<file path="src/rtl/serial_ha_adder.sv">
// Bit-serial adder, LSB first. Two half-adder stages and a carry flop process
// one bit per clock. The result is published on sum/cout only when complete.
//
// state | meaning
// IDLE  | waiting for start; sum/cout hold the last result
// SHIFT | one operand bit pair consumed per clock
// DONE  | one-cycle pulse, sum/cout newly valid
module serial_ha_adder #(
    parameter int WIDTH = 8
) (
    input  logic             clk,
    input  logic             rst_n,
    input  logic             start,
    input  logic [WIDTH-1:0] a_in,
    input  logic [WIDTH-1:0] b_in,
    output logic             busy,
    output logic             done,
    output logic [WIDTH-1:0] sum,
    output logic             cout
);

    localparam int CW = $clog2(WIDTH);

    typedef enum logic [1:0] {
        IDLE  = 2'd0,
        SHIFT = 2'd1,
        DONE  = 2'd2
    } state_t;

    state_t           state_q;
    state_t           state_d;
    logic [WIDTH-1:0] a_q;
    logic [WIDTH-1:0] b_q;
    logic [WIDTH-1:0] res_q;
    logic [WIDTH-1:0] res_next;
    logic             carry_q;
    logic [CW-1:0]    cnt_q;
    logic             last_bit;

    logic ha0_s;
    logic ha0_c;
    logic ha1_s;
    logic ha1_c;
    logic carry_next;

    // Two half-adder stages: operand bits first, then the running carry.
    always_comb begin
        ha0_s      = a_q[0] ^ b_q[0];
        ha0_c      = a_q[0] & b_q[0];
        ha1_s      = ha0_s ^ carry_q;
        ha1_c      = ha0_s & carry_q;
        carry_next = ha0_c | ha1_c;
        res_next   = {ha1_s, res_q[WIDTH-1:1]};
        last_bit   = (cnt_q == CW'(WIDTH - 1));
    end

    // State register.
    always_ff @(posedge clk or negedge rst_n) begin
        if (!rst_n) begin
            state_q <= IDLE;
        end else begin
            state_q <= state_d;
        end
    end

    // Next-state logic and status decodes; start is only looked at in IDLE.
    always_comb begin
        state_d = state_q;
        busy    = 1'b0;
        done    = 1'b0;
        case (state_q)
            IDLE: begin
                if (start) begin
                    state_d = SHIFT;
                end
            end
            SHIFT: begin
                busy = 1'b1;
                if (last_bit) begin
                    state_d = DONE;
                end
            end
            DONE: begin
                done    = 1'b1;
                state_d = IDLE;
            end
            default: begin
                state_d = IDLE;
            end
        endcase
    end

    // Operand capture, serial shift and result publication.
    // The counter holds on the final bit so it never wraps mid-operation.
    always_ff @(posedge clk or negedge rst_n) begin
        if (!rst_n) begin
            a_q     <= '0;
            b_q     <= '0;
            res_q   <= '0;
            carry_q <= 1'b0;
            cnt_q   <= '0;
            sum     <= '0;
            cout    <= 1'b0;
        end else begin
            case (state_q)
                IDLE: begin
                    if (start) begin
                        a_q     <= a_in;
                        b_q     <= b_in;
                        res_q   <= '0;
                        carry_q <= 1'b0;
                        cnt_q   <= '0;
                    end
                end
                SHIFT: begin
                    a_q     <= a_q >> 1;
                    b_q     <= b_q >> 1;
                    res_q   <= res_next;
                    carry_q <= carry_next;
                    if (last_bit) begin
                        sum  <= res_next;
                        cout <= carry_next;
                    end else begin
                        cnt_q <= cnt_q + CW'(1);
                    end
                end
                default: begin
                end
            endcase
        end
    end

endmodule
</file>
<file path="config.mk">
export PLATFORM = sky130hd
export DESIGN_NAME = serial_ha_adder
export DESIGN_NICKNAME = d
export VERILOG_FILES = /design/src/rtl/serial_ha_adder.sv
export SDC_FILE = /design/constraint.sdc
export NUM_CORES = 1
export LEC_CHECK = 0
export ABC_AREA = 1
export BUFFER_PORTS_ARGS = -buffer_cell sky130_fd_sc_hd__buf_2
export CORE_MARGIN = 8
export CORE_UTILIZATION = 55
export DETAILED_ROUTE_END_ITERATION = 8
export PLACE_DENSITY_LB_ADDON = 0.15
export SLEW_MARGIN = 10
export SYNTH_ARGS = -nofsm -noshare
export SYNTH_HDL_FRONTEND = slang
export SYNTH_SLANG_ARGS = --single-unit
export TNS_END_PERCENT = 50
</file>
<file path="constraint.sdc">
create_clock -name clk -period 1.4 [get_ports clk]
set_input_delay 0.28 -clock clk [delete_from_list [all_inputs] [get_ports clk]]
set_output_delay 0.28 -clock clk [all_outputs]
set_load 0.05 [all_outputs]
</file>
## Word level (Yosys, flattened, before mapping)

Index checks and enable logic that the tools add are counted.

- Register bits: 39
- Bits of input ports: 19
- Output and inout bits: 11
- Logic and storage cells: 42

- $add $sub $neg: 1
- Eq/ne operators: 6
- Multiplexer cells: 16
- Bitwise operators: 5
- Reductions and logical operators: 6

Operators by type and width:

| operator | number |
|---|---|
| 8-bit one-hot mux with 2 select lines | 3 |
| 8-bit 2-to-1 mux | 3 |
| 3-bit 2-to-1 mux | 2 |
| 2-bit != test (second input constant) | 3 |
| 3-bit one-hot mux with 2 select lines | 1 |
| 2-bit AND reduction | 3 |
| 2-bit 2-to-1 mux | 2 |
| 2-bit one-hot mux with 2 select lines | 1 |
| 3-bit by 1-bit adder with 3-bit output (second input constant) | 1 |
| 3-bit equality test (second input constant) | 1 |
| 1-bit 2-to-1 mux | 3 |
| 3-bit AND reduction | 1 |
| 1-bit AND | 2 |
| 2-bit by 1-bit equality test with 1-bit output (second input constant) | 1 |
| 2-bit equality test (second input constant) | 1 |
| 2-bit logical NOT | 1 |
| 1-bit one-hot mux with 2 select lines | 1 |
| 2-bit nonzero test | 1 |
| 1-bit bitwise XOR | 2 |
| 1-bit OR | 1 |

## Logic depth before layout (Yosys ltp)

- Depth after elaboration: 4
- Depth in mapped cells: 7
- Depth with buffers taken out: 6

## Worst setup path after synthesis

OpenSTA, ideal clock, no wires.

- Kind: flip-flop to output port
- From: register state_q[0]
- To: output port done
- Arrival time: 1.357 ns
- Required time: 1.120 ns
- Path slack: -0.237 ns
- Stages on the path, launching flop included: 4
- Buffers on the path: 2
- Path through: dfrtp_1 > buf_4 > clkbuf_1 > nor2_1

- Longest elaborated chain between the ends: 2

Ends and longest elaborated chain:

| item | RTL line | text |
|---|---|---|
| start, declared | 30 | `state_t state_q;` |
| start signal, assigned | 62 | `state_q <= state_d;` |
| 2-bit equality test | 71 | `case (state_q)` |
| 1-bit 2-to-1 mux | 71 |  |
| end, declared | 17 | `output logic done,` |

No other way between the ends.

## Worst setup path in the final report

Ends and elaborated chain as after synthesis.

==> impl_results.rst <==
.. list-table::
   :header-rows: 1

   * - Metric
     - Value
   * - Syn_area_per_cell
     - 8.68 sq um
   * - CTS tree
     - built
   * - Total clock sinks
     - 38
   * - Global placement routability congestion
     - 0.804
   * - Violations in the final reports
     - setup timing
   * - Antenna-violating nets left
     - 0
   * - Critical Path RT
     - 1120 ps
   * - Worst Setup Slack, final
     - -48.6 ps
   * - Total of fill cells in the finished design
     - 276
   * - Setup repair after global routing missed its margin
     - true
   * - Share of the clock period used by the worst path
     - 103%
   * - Arrival time of data at the critical path endpoint
     - 1170 ps
   * - Max VDD drop
     - 1100 uV
   * - Fraction of post-synthesis cell area in the top cell type by area
     - 52.7%
   * - Number of placement rows
     - 21
   * - Worst Hold Margin
     - 124 ps
   * - Maximum buffer depth of the clock tree
     - 2
   * - Yosys Warn Count
     - 0
   * - Number of global-route vias before repair
     - 1,438
   * - Cells taking the most area after synthesis
     - sky130_fd_sc_hd__dfrtp_1, sky130_fd_sc_hd__nand3_1, sky130_fd_sc_hd__nand2_1, sky130_fd_sc_hd__inv_1, sky130_fd_sc_hd__o21ai_2
   * - Initial antenna violation count
     - 0
   * - Starting utilization of the core area
     - 55.9%
   * - Number of antenna repair diodes
     - 0
   * - Final slew viol count
     - 0
   * - Number of input and output port buffers inserted
     - 29
   * - Area of the mapped netlist
     - 1810 sq um
   * - Placement Setup Slack
     - 87.8 ps
   * - All-Layer GR Usage
     - 15.3%
   * - DRC viols
     - 0
   * - Worst-margin pin slew
     - 253 ps
   * - Post-synthesis async set-or-reset flop share
     - 100%
   * - Capturing element type of the critical path
     - output port
   * - Final layout net count
     - 274
   * - Tot Pwr
     - 4.97 mW
   * - EDFF count, synth
     - 0
   * - Final hold viol count
     - 0
   * - Achievable clock frequency
     - 690 MHz
   * - Master cell of the clock root buffer
     - sky130_fd_sc_hd__clkbuf_4
   * - Floorplan die area
     - 5370 sq um
   * - Max capacitance violation total
     - 0
   * - Seq cells post-synth
     - 38
   * - Number of top-level pins
     - 30
   * - Synthesized netlist net count
     - 230
   * - Relative slew margins
     - 83.3%
   * - Placeable core region
     - 3230 sq um
   * - Post-route minimum period
     - 1450 ps
   * - Top cell type by total area after synthesis
     - sky130_fd_sc_hd__dfrtp_1
   * - Final core utilization
     - 69.1%
   * - Primary FF master, synth
     - sky130_fd_sc_hd__dfrtp_1
   * - CP Max Fanout
     - 5
   * - Post-synthesis instance total
     - 208
   * - Synth-to-Final Area Change
     - 23.8%
   * - First-pass GRT wire length
     - 6.41 mm
   * - Aggregate global routing overflow
     - 0
   * - Netlist cell types
     - 18
   * - Cts bufs inserted
     - 5
   * - Layout cell share with drive strength beyond 1
     - 28.5%
   * - Most frequent cell after synthesis
     - sky130_fd_sc_hd__nand2_1
   * - CP Launch Type
     - flip-flop
   * - Final wirelength
     - 3.61 mm
   * - Post-DR vias/cell
     - 4.89
   * - Overall die width
     - 73.3 microns
   * - Power per cell area
     - 2220 nW/um^2
   * - Sequential-to-total area share from yosys stat
     - 52.7%
   * - Result of the run
     - finished with violations
   * - Largest net degree at the start of global routing
     - 39
   * - Worst Skew
     - 4.84 ps
   * - Final-layout setup total negative slack
     - -94.8 ps
   * - Clk_lat worst skew
     - 340 ps
   * - Static Leakage
     - 1.21 nW
   * - CTS H-Tree Depth
     - 2
   * - CTS clock-pin slew for the worst setup and hold paths
     - 110 ps
   * - 1st-pass router iterations
     - 4
   * - Final setup violation count
     - 2
   * - Detail Placement HPWL
     - 2.49 mm
   * - WL/cell
     - 12.1 microns
   * - Most used standard cells in the synthesized netlist
     - sky130_fd_sc_hd__nand2_1, sky130_fd_sc_hd__nand3_1, sky130_fd_sc_hd__dfrtp_1
   * - Vertical die dimension
     - 73.3 microns
   * - Setup CP Type
     - flip-flop to output port
   * - Tightest Hold Check Type
     - primary input to flip-flop
   * - Violation count after the first detailed-route iteration
     - 47
   * - Count of vias placed by the detailed router
     - 1,461
stage by stage:
stage	area, sq um	instances
after floorplan	1810	208
after global placement	2040	283
after detailed placement	2040	283
after CTS	2200	298
after global routing	2230	299
final	2230	299
state kept, by name (all words and copies together) (netlist names):
signal	cells
sum	8
cnt_q	3
state_q	2
a_q	8
b_q	8
carry_q	1
res_q	7
cout	1
power by group:
part / switching (mW) / internal, mW / leakage [nW]
combinational: 1.53 / 0.897 / 0.685
sequential: 0.249 / 1.57 / 0.483
clock: 0.359 / 0.370 / 0.0450
worst max-delay path: stages (launching register included):
cell and delay, ps:
sky130_fd_sc_hd__dfrtp_1 420, sky130_fd_sc_hd__buf_6 150, sky130_fd_sc_hd__nor2_4 100, sky130_fd_sc_hd__buf_8 150
final timing paths:
path	from	end	slack [ps]	depth (start not counted)
max in group asynchronous	rst_n	b_q[3]	790	3
min in group asynchronous	rst_n	b_q[0]	420	3
min reg2reg	sum[3]	sum[3]	490	2
max reg2reg	cnt_q[0]	cnt_q[1]	90	6
min	a_in[7]	a_q[7]	120	3
max	state_q[0]	done	-50	3
cells in the final DEF (no fill, tap or decap), drive strengths merged:
cell          n
dfrtp        38
clkbuf        5
nand4         3
bufinv        1
ha            2
buf          46
nor2          4
inv          33
clkinv        2
nand3        45
o21ai        18
nand2        54
fa            1
dlygate4sd3   1
layer usage:
| metal | track usage [%] | up-vias | wire length (microns) |
|---|---|---|---|
| li1 | - | 745 | - |
| met4 | 5.32 | 0 | 53 |
| met3 | 5.32 | 6 | 198 |
| met1 | 18.2 | 682 | 1640 |
| met5 | 0 | - | 0 |
| met2 | 25.0 | 28 | 1710 |
cell type report:
cell class	instances	area, sq um	share of cell area [%]
sequential	38	951	42.6
multi-input combinational	127	682	30.5
timing repair buffer	47	343	15.3
inverter	33	124	5.54
tap	46	57.6	2.58
clock inverter	3	40.0	1.79
clock buffer	5	37.5	1.68
cell families after synthesis:
family                   Yosys count  share of synthesized area [%]
AO/OA/AOI/OAI                     18                           6.86
flip-flops                        38                           52.7
buffers and inverters             43                           10.9
AND/OR/NAND/NOR                  106                           27.1
adder cells (fa/ha/maj)            3                           2.49
what timing repair did:
action / in CTS / in global routing
pin swaps: 2 / 1
setup buffers: 6 / 2
endpoints found under the setup margin: 2 / 8
hold endpoints to repair: 38 / 0
gates resized for setup: 8 / 6
hold buffers: 1 / 0
gates cloned: 0 / 0
Note: power is estimated with default switching activity, not from simulation.
